--- config.mk ---
export PLATFORM = sky130hd
export DESIGN_NAME = instr_fetch
export DESIGN_NICKNAME = d
export VERILOG_FILES = /design/src/rtl/instr_fetch.sv
export SDC_FILE = /design/constraint.sdc
export NUM_CORES = 1
export LEC_CHECK = 0
export ABC_AREA = 1
export CAP_MARGIN = 20
export CORE_MARGIN = 2
export CORE_UTILIZATION = 31
export CTS_CLUSTER_DIAMETER = 40
export CTS_CLUSTER_SIZE = 40
export DETAILED_ROUTE_END_ITERATION = 8
export DONT_BUFFER_PORTS = 1
export GPL_TIMING_DRIVEN = 1
export MAX_ROUTING_LAYER = met4
export PLACE_DENSITY = 0.56
export SLEW_MARGIN = 0
export SYNTH_ARGS = -nofsm -noshare
export SYNTH_HDL_FRONTEND = slang
export SYNTH_SLANG_ARGS = --single-unit
--- constraint.sdc ---
create_clock -name clk -period 2.96 [get_ports clk]
set_input_delay 0.444 -clock clk [delete_from_list [all_inputs] [get_ports clk]]
set_output_delay 0.444 -clock clk [all_outputs]
set_load 0.01 [all_outputs]
--- src/rtl/instr_fetch.sv ---
// Instruction fetch unit: IDLE/REQ/VALID handshake with instruction memory, latches the
// fetched word and computes the next PC. Optional watchdog enabled by FETCH_TIMEOUT_EN.
module instr_fetch #(
    parameter logic [31:0] RESET_PC       = 32'h0000_0000,
    parameter int unsigned TIMEOUT_CYCLES = 255
) (
    input  logic        clk,
    input  logic        rst_n,
    output logic [31:0] imem_addr,
    output logic        imem_req,
    input  logic [31:0] imem_data,
    input  logic        imem_ready,
    output logic [31:0] inst_out,
    output logic [5:0]  OPcode,
    output logic [5:0]  Fun,
    output logic        inst_valid,
    input  logic        inst_ack,
    input  logic        Branch,
    input  logic        zero,
    input  logic        Jump,
    output logic [31:0] pc_out,
    output logic [31:0] pc_plus4,
    output logic        fetch_err
);

`ifdef FETCH_TIMEOUT_EN
    typedef enum logic [1:0] {S_IDLE, S_REQ, S_VALID, S_ERR} state_e;
`else
    typedef enum logic [1:0] {S_IDLE, S_REQ, S_VALID} state_e;
`endif

    state_e      state_q, state_d;
    logic [31:0] pc_q, pc_d;
    logic [31:0] inst_q, inst_d;
    logic [31:0] inst_pc_q, inst_pc_d;
    logic        imem_req_q, imem_req_d;
    logic        inst_valid_q, inst_valid_d;
    logic [31:0] jump_target;
    logic [31:0] branch_target;
    logic [31:0] next_pc;

    // Targets are relative to the PC of the latched instruction, not the fetch PC.
    assign pc_plus4      = inst_pc_q + 32'd4;
    assign jump_target   = {pc_plus4[31:28], inst_q[25:0], 2'b00};
    assign branch_target = pc_plus4 + {{14{inst_q[15]}}, inst_q[15:0], 2'b00};

    always_comb begin
        next_pc = pc_plus4;
        if (Jump) begin
            next_pc = jump_target;
        end else if (Branch && zero) begin
            next_pc = branch_target;
        end
    end

`ifdef FETCH_TIMEOUT_EN
    localparam logic [7:0] TIMEOUT_LIMIT = 8'(TIMEOUT_CYCLES);
    logic [7:0] wdog_q, wdog_d;
    logic [7:0] wdog_inc;
    logic       fetch_err_q, fetch_err_d;

    assign wdog_inc = wdog_q + 8'd1;
`endif

    always_comb begin
        state_d   = state_q;
        pc_d      = pc_q;
        inst_d    = inst_q;
        inst_pc_d = inst_pc_q;
`ifdef FETCH_TIMEOUT_EN
        wdog_d    = wdog_q;
`endif
        unique case (state_q)
            S_IDLE: begin
                state_d = S_REQ;
`ifdef FETCH_TIMEOUT_EN
                wdog_d  = '0;
`endif
            end
            S_REQ: begin
                if (imem_ready) begin
                    inst_d    = imem_data;
                    inst_pc_d = pc_q;
                    state_d   = S_VALID;
                end
`ifdef FETCH_TIMEOUT_EN
                else begin
                    wdog_d = wdog_inc;
                    if (wdog_inc == TIMEOUT_LIMIT) begin
                        state_d = S_ERR;
                    end
                end
`endif
            end
            S_VALID: begin
                if (inst_ack) begin
                    pc_d    = next_pc;
                    state_d = S_REQ;
`ifdef FETCH_TIMEOUT_EN
                    wdog_d  = '0;
`endif
                end
            end
`ifdef FETCH_TIMEOUT_EN
            S_ERR: begin
                state_d = S_ERR;
            end
`endif
            default: begin
                state_d = S_IDLE;
            end
        endcase

        // Outputs are decoded from the next state so they come straight from flops.
        imem_req_d   = (state_d == S_REQ);
        inst_valid_d = (state_d == S_VALID);
`ifdef FETCH_TIMEOUT_EN
        fetch_err_d  = (state_d == S_ERR);
`endif
    end

    always_ff @(posedge clk or negedge rst_n) begin
        if (!rst_n) begin
            state_q      <= S_IDLE;
            pc_q         <= RESET_PC;
            inst_q       <= '0;
            inst_pc_q    <= RESET_PC;
            imem_req_q   <= 1'b0;
            inst_valid_q <= 1'b0;
`ifdef FETCH_TIMEOUT_EN
            wdog_q       <= '0;
            fetch_err_q  <= 1'b0;
`endif
        end else begin
            state_q      <= state_d;
            pc_q         <= pc_d;
            inst_q       <= inst_d;
            inst_pc_q    <= inst_pc_d;
            imem_req_q   <= imem_req_d;
            inst_valid_q <= inst_valid_d;
`ifdef FETCH_TIMEOUT_EN
            wdog_q       <= wdog_d;
            fetch_err_q  <= fetch_err_d;
`endif
        end
    end

    assign imem_addr  = pc_q;
    assign imem_req   = imem_req_q;
    assign inst_out   = inst_q;
    assign OPcode     = inst_q[31:26];
    assign Fun        = inst_q[5:0];
    assign inst_valid = inst_valid_q;
    assign pc_out     = inst_pc_q;

`ifdef FETCH_TIMEOUT_EN
    assign fetch_err  = fetch_err_q;
`else
    assign fetch_err  = 1'b0;
`endif

endmodule

==> results <==
- The run finished, with violations left.
- The final reports fail on hold timing.
- Wires add up to 27,900 um.
- CTS saw 100 sinks.
- The design area is between 9000 and 10,000 um2.
- The remaining global-route overflow is 0.
- Port buffering added 0 buffers.
- The placeable core region is between 20,000 and 25,000 um2.
- The detailed-route wire length per cell is 18.4 um.
- The worst register-to-register path ends at imem_addr[20]$_DFFE_PN0P_.
- The synthesized netlist devotes about 3.9% of its cell area to XOR and XNOR gates.
- The switching power of the nets is approximately 7 mW.
- The number of buffers inserted during clock tree synthesis is 9.
- The cell area after synthesis is ~7300 um2.
- The synthesized-area fraction occupied by ao, oa, aoi and oai cells is around 11%.
- For this block, the initial DRC count from the detailed router was between 500 and 600.
- The site row count is 56.
- The final number of max-transition violations came to 0.
- In this run the worst path has a maximum fanout of 5.
- The register area share after synthesis is approximately a third.
- The total placed instance area is 8590 um2.
- In this run the horizontal extent of the chip is between 150 and 200 um.
- The smallest clock period supported by the final layout is computed as ~2.8 ns.
- The count of boundary I/O pins is around 180.
- Once detail routing completed, the nets flagged for antenna violations numbered 0.
- For the pin with the worst max-slew slack, the measured transition is 0.678 ns.
- The filler cell count is about 2,400.
- The clock edge transition at the registers on the reported setup and hold paths is 0.07 ns.
- The via count of the first global-routing pass was roughly 7,100.
- The number of synthesis warnings is 0.
- The worst hold slack across all endpoints is -0.00845 ns.
- Across all register-to-register paths, the minimum setup slack is about 0.11 ns.
- Setup repair after global routing could not meet its margin everywhere.
- The share of synthesized registers carrying an async set or reset is 100%.
- The cell sitting at the root of the clock tree is a sky130_fd_sc_hd__clkbuf_16.
- CTS built an H-tree with a depth of 3.
- Summed over all cells, the static leakage comes to around 4.9 nW.
- The net total in the final layout is about 1,300.
- The routed via count divided by cell count is slightly below 5.
- The path category of the worst min-delay check is primary input to async pin.
- The TritonCTS clock tree is yes.
- In this run, distinct cell masters in the synthesized netlist total between 40 and 50.
- The number of placed instances with taps included is 1,486.
- In this run the critical register-to-register path is launched from pc_out[4]$_DFFE_PN0P_.
- The final worst-path setup slack is around 0.11 ns.
- Of the total power, the share spent switching nets is ~52%.
- The mean instance size in the synthesized netlist is between 6 and 7 um2.
- STA classifies the critical path startpoint as a register.
- In the final layout, flip-flops and latches occupy 2510 um2.
- For the worst-skew pair, the clock arrives at the later sink with an insertion delay of ~0.36 ns.
- The multi-input combinational cells in the finished layout cover a total of between 4000 and 5000 um2.
- Synthesis inferred 100 register bits.
- The tool flagged a number of max-cap violations equal to 0.
- The final hold violation count is 17.
- The via count is about 7,400.
- Measured on the finished design, the core utilization comes to approximately two fifths.
- The number of antenna violations at the first check in global routing is 0.
- After legalization and detailed placement, the total HPWL measured about 21,000 um.
- The clock skew is about 0.012 ns.
- The ratio of cells with drive above 1 in the final layout is 28.1%.
- After synthesis, the cell types taking the most area are sky130_fd_sc_hd__dfrtp_1, sky130_fd_sc_hd__nand2_1, sky130_fd_sc_hd__inv_1.
- The ratio of final minimum period to clock period is a little over nine tenths.
- The required time reported for the critical path endpoint is about 3.2 ns.
- Internal power comes to 6.48 mW.
- From bottom edge to top edge, the die measures about 160 um.
- The worst setup path endpoint is imem_addr[20]$_DFFE_PN0P_.
- The diode insertion count for antenna repair is 0.
- The worst setup path is of the register to register kind.
- The first global-routing pass estimated 40,900 um of wire.
- The portion of netlist area occupied by mux cells is under 10%.
- The most critical setup path has its startpoint at pc_out[4]$_DFFE_PN0P_.
- At the end of routability-driven placement, the weighted congestion stood at 0.962.
- The prevailing post-synth register cell is sky130_fd_sc_hd__dfrtp_1.
- The pre-CTS worst setup slack is -0.208 ns.
- On the worst path, the slowest cell contributes a delay of around 0.4 ns.
- After Yosys synthesis, and, or, nand and nor cells account for a little under 30% of the synthesized area.
- The slowest stage of the critical path is the sky130_fd_sc_hd__dfrtp_2 cell.
- The pin count of the biggest net entering global routing is between 100 and 150.
- The synthesized design contains 0 enable-type register cells.
- The floorplan step defined a die boundary enclosing 24,900 um2.
- By area, the combinational part of the netlist is dominated by simple AND/OR/NAND/NOR gates.
- From synthesis to final layout, the design area changed by 30.7%.
- The most frequent cell on the critical path is sky130_fd_sc_hd__nand2_1.
- Sequential cells burn between 20% and 30% of the power.
- At the worst endpoint, the arrival time is 3.09 ns.
- Measured against its own limit, the worst slew margin works out to between 50% and 60%.
- Power spread over the standard cell area amounts to ~1400 nW/um2.
- The clock network is responsible for around 8.7% of the overall power.
- The final routed DRC violation total is 0.
- Of the post-synthesis cell area, the dominant cell type holds about 34%.
- The initial core utilization is 31.5%.
- The clock passes through at most 2 buffers.
- Synthesis produced a netlist with a net count of 1,142.
- The number of instances in the synthesized netlist is 1,066.
- The number of search-and-repair iterations in the first detailed-routing pass is 6.
- Across every metal layer, demand over resource in global routing totals a little under a quarter.
- Derived from the worst setup path, the maximum achievable clock frequency is roughly 0.35 GHz.
- The fraction of power consumed by combinational cells is just under 70%.
- IR analysis of the VDD net gives a maximum drop of slightly below 0.8 mV.
- The synthesized netlist devotes under 10% of its cell area to adder and majority cells.
- Setup violations remaining at the end of the flow were counted as 0.
- The post-synthesis cell type with the largest combined area is sky130_fd_sc_hd__dfrtp_1.
- The finished layout holds ~1,500 standard cells, fillers aside.
- The worst register-to-register path has a depth of 19.
- The kind of capture point of the worst setup path is a register.
- The critical path goes through nand2_2, nor2_4, nand2_4, nor2_8, buf_4, xor2_2, ha_1, nand2_2, inv_1, nand2_1, nand2_1, nand2_1, nand2_1, inv_1, nand2_1, xnor2_2, nand2_1, nand2_1, nand2_1.
## worst max-delay path, delay by kind of cell (launching register included)
family / cells / cell delay [ns]
flops: 1 / 0.41
simple gates: 13 / 1.33
buf+inv: 3 / 0.25
xor+xnor: 2 / 0.41
fa+ha+maj: 1 / 0.34
## worst min-delay path by stage
stage | start | endpoint | slack, ns | cells after the start
after floorplan | rst_n | imem_addr[0]$_DFFE_PN0P_ | 0.15 | 0
after global placement | rst_n | imem_addr[2]$_DFFE_PN0P_ | 0.15 | 0
after detailed placement | rst_n | imem_addr[3]$_DFFE_PN0P_ | 0.15 | 0
after CTS | rst_n | inst_out[8]$_DFFE_PN0P_ | 0.04 | 1
after global routing | rst_n | pc_out[7]$_DFFE_PN0P_ | 0.05 | 1
final | rst_n | pc_out[7]$_DFFE_PN0P_ | -0.008 | 1
## per-layer routing
metal	vias up	wire, um	track usage (%)
li1	3574	-	-
met1	3521	12500	30.0
met2	236	12700	35.2
met3	47	1780	4.27
met4	0	782	7.40
met5	-	0	-
## cell usage in the layout, fill, tap and decap left out, types with 8 or more instances in the layout
cell type	n
sky130_fd_sc_hd__mux2_2	25
sky130_fd_sc_hd__nand3_1	51
sky130_fd_sc_hd__dfrtp_1	95
sky130_fd_sc_hd__clkbuf_16	9
sky130_fd_sc_hd__ha_1	20
sky130_fd_sc_hd__inv_2	8
sky130_fd_sc_hd__o21ai_0	52
sky130_fd_sc_hd__nor2_2	20
sky130_fd_sc_hd__nor2_1	69
sky130_fd_sc_hd__nand2_2	30
sky130_fd_sc_hd__inv_1	160
sky130_fd_sc_hd__a21oi_1	54
sky130_fd_sc_hd__nor2_4	12
sky130_fd_sc_hd__ha_4	12
sky130_fd_sc_hd__xor2_1	15
sky130_fd_sc_hd__nand2_1	295
sky130_fd_sc_hd__buf_4	152
sky130_fd_sc_hd__xor2_2	10
sky130_fd_sc_hd__a21oi_2	12
## registers in the layout (all words and copies together) (netlist names)
name        count
imem_addr      32
imem_req        1
inst_out       32
inst_valid      1
pc_out         32
state_q         2
## Yosys cell counts (all sizes together) (16+ instances only)
cell and number:
o21ai 59, mux2 25, nand2 329, clkbuf 16, xor2 25, nor2 102
dfrtp 100, nand3 58, buf 22, a21oi 66, ha 36, inv 168
## metrics by stage
stage	setup TNS, ns	total power [mW]	hold WS [ns]
2_1_floorplan	0	7.73	0.148
3_3_place_gp	-1.00	11.0	0.154
3_5_place_dp	-0.771	11.0	0.153
4_1_cts	0	12.4	0.0395
5_1_grt	-0.589	14.5	0.0526
6_report	0	13.5	-0.00845
## final cells by class
type | instances | share of cell area, %
multi-input cells | 757 | 47.7
clock inverters | 3 | 0.222
flip-flops and latches | 100 | 26.1
inverters | 171 | 6.69
clock buffers | 12 | 2.67
repair buffers | 154 | 12.4
well taps | 319 | 4.16
## power by group through the flow
stage	Combinational (mW)	Clock, mW	Sequential, mW
floorplan	4.79	0	2.94
global placement	7.91	0	3.12
detailed placement	7.86	0	3.12
CTS	8.13	1.20	3.10
global route	10.0	1.24	3.24
finish	9.15	1.17	3.15
## kinds of logic (layout without fill, tap and decap cells)
kind of cell	after synthesis	in the layout
DFF	100	100
other	1	1
adders and majority gates	37	37
muxes	25	25
AOI/OAI and AO/OA	148	148
xor gates and xnor gates	33	33
and+or+nand+nor	513	513
buffers and inverters	209	340
## repair_timing
action | in CTS | in global routing
setup buffers | 3 | 11
gates resized for setup | 19 | 123
hold endpoints to repair | 100 | 0
pin swaps | 1 | 27
hold buffers | 1 | 0
endpoints found under the setup margin | 9 | 23
(Power assumes the default switching activity.)
